### config.mk
export PLATFORM = sky130hd
export DESIGN_NAME = imm_gen_pipe
export DESIGN_NICKNAME = d
export VERILOG_FILES = /design/src/rtl/imm_gen_pkg.sv /design/src/rtl/imm_gen_pipe_skid.sv /design/src/rtl/imm_gen_pipe.sv
export SDC_FILE = /design/constraint.sdc
export NUM_CORES = 1
export LEC_CHECK = 0
export ABC_AREA = 1
export CELL_PAD_IN_SITES_DETAIL_PLACEMENT = 1
export CELL_PAD_IN_SITES_GLOBAL_PLACEMENT = 2
export CORE_ASPECT_RATIO = 1.25
export CORE_MARGIN = 8
export CORE_UTILIZATION = 28
export DETAILED_ROUTE_END_ITERATION = 16
export PLACE_DENSITY = 0.79
export SETUP_SLACK_MARGIN = 0.02
export SLEW_MARGIN = 20
export SYNTH_ARGS = -nofsm -noshare
export SYNTH_HDL_FRONTEND = slang
export SYNTH_HIERARCHICAL = 1
export SYNTH_SLANG_ARGS = --single-unit
### constraint.sdc
create_clock -name clk -period 3.8 [get_ports clk]
set_input_delay 0.95 -clock clk [delete_from_list [all_inputs] [get_ports clk]]
set_output_delay 0.95 -clock clk [all_outputs]
set_load 0.01 [all_outputs]
### src/rtl/imm_gen_pkg.sv
// Shared types, opcode constants and the combinational immediate decoder for imm_gen_pipe.
// Build option: IMM_GEN_ZICSR_EN enables zimm extraction for CSR*I instructions.
package imm_gen_pkg;

  typedef enum logic [2:0] {
    IMM_NONE  = 3'd0,
    IMM_I     = 3'd1,
    IMM_S     = 3'd2,
    IMM_B     = 3'd3,
    IMM_U     = 3'd4,
    IMM_J     = 3'd5,
    IMM_SHAMT = 3'd6,
    IMM_CSRI  = 3'd7
  } imm_fmt_t;

  typedef struct packed {
    logic [63:0] imm;
    imm_fmt_t    fmt;
    logic        illegal;
  } imm_dec_t;

  localparam logic [6:0] OPC_LOAD      = 7'b0000011;
  localparam logic [6:0] OPC_FENCE     = 7'b0001111;
  localparam logic [6:0] OPC_OP_IMM    = 7'b0010011;
  localparam logic [6:0] OPC_AUIPC     = 7'b0010111;
  localparam logic [6:0] OPC_OP_IMM_32 = 7'b0011011;
  localparam logic [6:0] OPC_STORE     = 7'b0100011;
  localparam logic [6:0] OPC_OP        = 7'b0110011;
  localparam logic [6:0] OPC_LUI       = 7'b0110111;
  localparam logic [6:0] OPC_OP_32     = 7'b0111011;
  localparam logic [6:0] OPC_BRANCH    = 7'b1100011;
  localparam logic [6:0] OPC_JALR      = 7'b1100111;
  localparam logic [6:0] OPC_JAL       = 7'b1101111;
  localparam logic [6:0] OPC_SYSTEM    = 7'b1110011;

  // The immediate is always built 64 bits wide; callers keep the low XLEN bits.
  function automatic imm_dec_t imm_decode(input logic [31:0] inst, input logic rv64);
    imm_dec_t    d;
    logic [63:0] s;
    logic [2:0]  f3;
    logic        is_shift;
    s        = {64{inst[31]}};
    f3       = inst[14:12];
    is_shift = (f3 == 3'b001) || (f3 == 3'b101);
    d.imm     = '0;
    d.fmt     = IMM_NONE;
    d.illegal = 1'b0;
    if (inst[1:0] != 2'b11) begin
      d.illegal = 1'b1;
    end else begin
      case (inst[6:0])
        OPC_LOAD, OPC_JALR: begin
          d.imm = {s[63:12], inst[31:20]};
          d.fmt = IMM_I;
        end
        OPC_OP_IMM: begin
          if (is_shift) begin
            d.imm = rv64 ? {58'b0, inst[25:20]} : {59'b0, inst[24:20]};
            d.fmt = IMM_SHAMT;
          end else begin
            d.imm = {s[63:12], inst[31:20]};
            d.fmt = IMM_I;
          end
        end
        OPC_OP_IMM_32: begin
          if (!rv64) begin
            d.illegal = 1'b1;
          end else if (is_shift) begin
            d.imm = {59'b0, inst[24:20]};
            d.fmt = IMM_SHAMT;
          end else begin
            d.imm = {s[63:12], inst[31:20]};
            d.fmt = IMM_I;
          end
        end
        OPC_STORE: begin
          d.imm = {s[63:12], inst[31:25], inst[11:7]};
          d.fmt = IMM_S;
        end
        OPC_BRANCH: begin
          d.imm = {s[63:13], inst[31], inst[7], inst[30:25], inst[11:8], 1'b0};
          d.fmt = IMM_B;
        end
        OPC_LUI, OPC_AUIPC: begin
          d.imm = {s[63:32], inst[31:12], 12'b0};
          d.fmt = IMM_U;
        end
        OPC_JAL: begin
          d.imm = {s[63:21], inst[31], inst[19:12], inst[20], inst[30:21], 1'b0};
          d.fmt = IMM_J;
        end
        OPC_OP, OPC_FENCE: begin
          d.fmt = IMM_NONE;
        end
        OPC_OP_32: begin
          d.illegal = !rv64;
        end
        OPC_SYSTEM: begin
`ifdef IMM_GEN_ZICSR_EN
          if (f3[2]) begin
            d.imm = {59'b0, inst[19:15]};
            d.fmt = IMM_CSRI;
          end
`else
          d.fmt = IMM_NONE;
`endif
        end
        default: begin
          d.illegal = 1'b1;
        end
      endcase
    end
    return d;
  endfunction

endpackage

### src/rtl/imm_gen_pipe_skid.sv
// Two-entry skid buffer (EMPTY/ONE/TWO) with a registered in_ready and a resettable output register.
module imm_skid_buf #(
  parameter int W = 8
) (
  input  logic         clk,
  input  logic         rst,
  input  logic         in_valid,
  output logic         in_ready,
  input  logic [W-1:0] in_data,
  output logic         out_valid,
  input  logic         out_ready,
  output logic [W-1:0] out_data
);

  localparam logic [1:0] ST_EMPTY = 2'd0;
  localparam logic [1:0] ST_ONE   = 2'd1;
  localparam logic [1:0] ST_TWO   = 2'd2;

  logic [1:0]   state_p0;
  logic [1:0]   state_nxt;
  logic [W-1:0] skid_p0;
  logic         acc;
  logic         drn;
  logic         load_in;
  logic         load_skid;
  logic         fill_skid;

  assign acc       = in_valid & in_ready;
  assign drn       = out_valid & out_ready;
  assign out_valid = (state_p0 != ST_EMPTY);

  assign load_in   = acc && ((state_p0 == ST_EMPTY) || ((state_p0 == ST_ONE) && drn));
  assign load_skid = (state_p0 == ST_TWO) && drn;
  assign fill_skid = (state_p0 == ST_ONE) && acc && !drn;

  always_comb begin
    state_nxt = state_p0;
    case (state_p0)
      ST_EMPTY: if (acc) state_nxt = ST_ONE;
      ST_ONE: begin
        if (acc && !drn)      state_nxt = ST_TWO;
        else if (!acc && drn) state_nxt = ST_EMPTY;
      end
      ST_TWO:   if (drn) state_nxt = ST_ONE;
      default:  state_nxt = ST_EMPTY;
    endcase
  end

  always_ff @(posedge clk or posedge rst) begin
    if (rst) begin
      state_p0 <= ST_EMPTY;
      in_ready <= 1'b1;
    end else begin
      state_p0 <= state_nxt;
      in_ready <= (state_nxt != ST_TWO);
    end
  end

  // Output register is visible on the ports, so it clears on reset.
  always_ff @(posedge clk or posedge rst) begin
    if (rst)            out_data <= '0;
    else if (load_in)   out_data <= in_data;
    else if (load_skid) out_data <= skid_p0;
  end

  always_ff @(posedge clk) begin
    if (fill_skid) skid_p0 <= in_data;
  end

endmodule

### src/rtl/imm_gen_pipe.sv
// Pipelined RISC-V immediate generator: combinational decode feeding a two-entry skid buffer.
// Build option: IMM_GEN_ZICSR_EN (see imm_gen_pkg) adds CSR*I zimm decoding.
module imm_gen_pipe
  import imm_gen_pkg::*;
#(
  parameter int XLEN  = 32,
  parameter int TAG_W = 32
) (
  input  logic             clk,
  input  logic             rst,
  input  logic             in_valid,
  output logic             in_ready,
  input  logic [31:0]      in_inst,
  input  logic [TAG_W-1:0] in_tag,
  output logic             out_valid,
  input  logic             out_ready,
  output logic [XLEN-1:0]  out_imm,
  output imm_fmt_t         out_fmt,
  output logic             out_illegal,
  output logic [TAG_W-1:0] out_tag
);

  localparam int PW = XLEN + 3 + 1 + TAG_W;

  imm_dec_t       dec_p0;
  logic [PW-1:0]  pay_p0;
  logic [PW-1:0]  pay_p1;
  logic           imm_unused;

  // Stage 0: decode the incoming instruction
  assign dec_p0     = imm_decode(in_inst, XLEN == 64);
  assign pay_p0     = {dec_p0.imm[XLEN-1:0], dec_p0.fmt, dec_p0.illegal, in_tag};
  assign imm_unused = ^dec_p0.imm;

  imm_skid_buf #(.W(PW)) u_skid (
    .clk       (clk),
    .rst       (rst),
    .in_valid  (in_valid),
    .in_ready  (in_ready),
    .in_data   (pay_p0),
    .out_valid (out_valid),
    .out_ready (out_ready),
    .out_data  (pay_p1)
  );

  // Stage 1: unpack the registered result
  assign out_tag     = pay_p1[TAG_W-1:0];
  assign out_illegal = pay_p1[TAG_W];
  assign out_fmt     = imm_fmt_t'(pay_p1[TAG_W+3:TAG_W+1]);
  assign out_imm     = pay_p1[PW-1:TAG_W+4];

endmodule

==> metrics <==
Arrival @ worst endpoint=1.92 ns; netlist area before placement=7470 sq um; Yosys Warn Count=6; total congestion overflow after global routing=0; most frequent cell after synthesis=sky130_fd_sc_hd__nand2_1; reported net switching power=0.001945 W; Min Clock Period, post-route=2.873 ns; Initial Util=0.2820; final antenna-violating net count=0; number of setup buffers added after CTS=0; placer's final routability congestion estimate=0.7601; unrepaired setup endpoints after global routing=false; Clock Latency Late Sink=0.42 ns; sequential fraction of design power=0.373; run status=completed; portion of total power attributed to the clock network=0.290; count of TritonRoute iterations in the first routing pass=4; detailed-route via count=6473; clk slew on worst S/H paths=0.06 ns; via count of the first global-routing pass=6802; count of inserted antenna diode cells=0; area fraction in compound gates after synthesis=0.03534; Max Fanout on Critical Path=35; number of CTS-inserted buffers=17; Data required, critical path=2.85 ns; core region area=26490 sq um; CP endpoint kind=output pin; drt drc=0; max-slew headroom at the worst pin=0.4183; buffer cell driving the clock tree root=sky130_fd_sc_hd__clkbuf_16; worst hold path cell count=2; register-to-register path setup slack=1.64 ns; period utilisation layout=0.7560; horizontal die dimension=162.1 microns; launching element type of the critical path=register; largest clock skew in the final design=0.005283 ns; average routed wire per standard cell=17.29 microns; die area=32190 sq um; max-slew violation count=0; LEAKAGE=4.391 nW; Reg2Reg Depth=7; path category of the worst min-delay check=reg -> reg; MaxCap Viol Count=0; number of clock sinks=139; cell count after placement=1333; highest clock rate=348.1 MHz; number of nets produced by synthesis=968; Post-Synthesis Mean Instance Area=8.300 sq um; first-pass GRT wire length=38.27 mm; multiplexer share of the synthesized area=0; worst reg2reg endpoint=u_skid/out_data[33]; Total Wirelength=23.60 mm; main combinational cell family by area after synthesis=simple AND/OR/NAND/NOR gates; IO Pins=138; list of most frequent post-synthesis cells=sky130_fd_sc_hd__nand2_1, sky130_fd_sc_hd__nand3_1, sky130_fd_sc_hd__inv_1; adder-cell share of the synthesized area=0; worst min-delay path endpoint=u_skid/out_data[51]; area overhead of the layout relative to synthesis=28.99%; critical hold path startpoint=u_skid/out_data[51]; # resized after CTS=0; Unique masters post-synth=28; top-area cell type share of the netlist area=0.2734; Clock Tree Buf Depth=2; post-synthesis simple-gate area fraction=0.3486; Async S/R FF share, synth=0.5108; placed wire-length estimate after detailed placement=15.75 mm; portion of total power attributed to combinational logic=0.337; Vias per Instance=4.742; Vert. Die Dim=198.6 microns; number of setup violations in the final report=0; count of final hold-check violations=0; number of enable flip-flop cells after synthesis=68; number of flip-flops and latches in the synthesized netlist=139; sequential element share of the synthesized area=0.5114; IR Drop Worst-Case VDD=323.8 uV; H-tree lvl count=4; number of standard-cell rows in the floorplan=67; xor and xnor area share after synthesis=0; synthesized instance count=900; switching portion of total power=0.3314; drt first-iter violations=417; design internal power=0.003925 W; layout cells sized above 1=0.1059; critical path class=reg -> out; largest net degree at the start of global routing=80; number of antenna violations at the first check in global routing=0; cells taking the most area after synthesis=sky130_fd_sc_hd__edfxtp_1, sky130_fd_sc_hd__dfrtp_1, sky130_fd_sc_hd__nand2_1, sky130_fd_sc_hd__nand3_1, sky130_fd_sc_hd__nand4_1; count of port buffers added during placement=137; Fin Setup TNS=0 ns; final instance count without filler cells=1365; worst reg2reg startpoint=u_skid/state_p0[1]; pin slew with the least headroom to its limit=0.8725 ns; total of hold buffers inserted after clock tree synthesis=0; main flop type after synthesis=sky130_fd_sc_hd__dfrtp_1; all-layer global routing usage=0.1503; final net count=1075; total power density per cell area=609.2 nW/um^2; biggest area consumer among synthesized cells=sky130_fd_sc_hd__edfxtp_1; clock tree from TritonCTS=yes
==> through the flow <==
stage / hold WS, ns / setup slack, ns / power (W) / util / instance area (sq um)
5_1_grt: 0.5327 / 0.8135 / 0.006240 / 0.3637 / 9635
3_5_place_dp: 0.4957 / 0.5887 / 0.004255 / 0.3411 / 9035
3_3_place_gp: 0.4898 / 0.6682 / 0.004220 / 0.3411 / 9035
2_1_floorplan: 0.5398 / 0.2731 / 0.003180 / - / 7472
6_report: 0.5047 / 0.9273 / 0.005870 / 0.3637 / 9635
4_1_cts: 0.5110 / 0.8538 / 0.005991 / 0.3637 / 9635
==> area by class of cell <==
class                           instances  area (sq um)
Timing Repair Buffer                  157          1529
Clock buffer                           17         425.4
Inverter                               99         372.9
Sequential cell                       139          3821
Tap cell                              345         431.7
Fill cell                            3151         16850
Clock inverter                         15         175.2
Multi-Input combinational cell        593          2880
==> worst max-delay path, cell delays in order (launching register included) <==
cell,delay (ns)
sky130_fd_sc_hd__dfrtp_2,0.34
sky130_fd_sc_hd__buf_4,0.40
sky130_fd_sc_hd__inv_2,0.12
sky130_fd_sc_hd__nand2_1,0.10
sky130_fd_sc_hd__clkdlybuf4s50_1,0.54
==> cells by family (layout without fill, tap and decap cells) <==
| logic type | count (synthesis) | after routing |
|---|---|---|
| and+or+nand+nor | 552 | 552 |
| buffers and inverters | 168 | 288 |
| DFF | 139 | 139 |
| AOI/OAI and AO/OA | 41 | 41 |
==> layer usage <==
| metal | vias up | routed length (microns) | track usage |
|---|---|---|---|
| met5 | - | 0 | 0 |
| met4 | 0 | 396 | 0.05050 |
| met3 | 19 | 754 | 0.02754 |
| met2 | 115 | 11700 | 0.2584 |
| met1 | 3155 | 10750 | 0.1865 |
| li1 | 3184 | - | - |
==> cells in the final DEF (no fill, tap or decap), types with 4 or more instances in the layout <==
cell type,instances
sky130_fd_sc_hd__o21ai_0,5
sky130_fd_sc_hd__clkbuf_16,17
sky130_fd_sc_hd__nand3_2,9
sky130_fd_sc_hd__nand4_1,70
sky130_fd_sc_hd__inv_1,94
sky130_fd_sc_hd__o21ai_2,4
sky130_fd_sc_hd__nand2_1,266
sky130_fd_sc_hd__clkdlybuf4s50_1,136
sky130_fd_sc_hd__nand2_2,6
sky130_fd_sc_hd__buf_4,19
sky130_fd_sc_hd__a21oi_2,11
sky130_fd_sc_hd__nor2_1,33
sky130_fd_sc_hd__a21oi_1,17
sky130_fd_sc_hd__inv_2,4
sky130_fd_sc_hd__edfxtp_1,68
sky130_fd_sc_hd__nand3_1,148
sky130_fd_sc_hd__dfrtp_1,69
sky130_fd_sc_hd__nor2_2,11
sky130_fd_sc_hd__clkinvlp_4,5
==> registers in the layout, indices dropped and copies added, names as in the netlist <==
| signal | count |
|---|---|
| u_skid/out_data | 68 |
| u_skid/skid_p0 | 68 |
| u_skid/state_p0 | 2 |
| u_skid/in_ready | 1 |
==> how the worst max path moves through the flow <==
stage	startpoint	slack (ns)	to	depth (start not counted)
6_report	u_skid/state_p0[1]	0.93	out_valid	4
5_1_grt	in_inst[4]	0.81	u_skid/out_data[63]	13
4_1_cts	u_skid/state_p0[1]	0.85	out_valid	4
3_5_place_dp	in_inst[4]	0.59	u_skid/out_data[66]	13
3_3_place_gp	in_inst[5]	0.67	u_skid/out_data[66]	12
2_1_floorplan	out_ready	0.27	u_skid/skid_p0[0]	3
==> power by group through the flow <==
stage / Sequential (W) / Clock (W) / Combinational, W
after floorplan: 0.00235 / 0 / 0.000829
after CTS: 0.00220 / 0.00176 / 0.00203
after global placement: 0.00221 / 0 / 0.00201
after global routing: 0.00225 / 0.00181 / 0.00218
final: 0.00219 / 0.00170 / 0.00198
after detailed placement: 0.00223 / 0 / 0.00202
(Power assumes the default switching activity.)
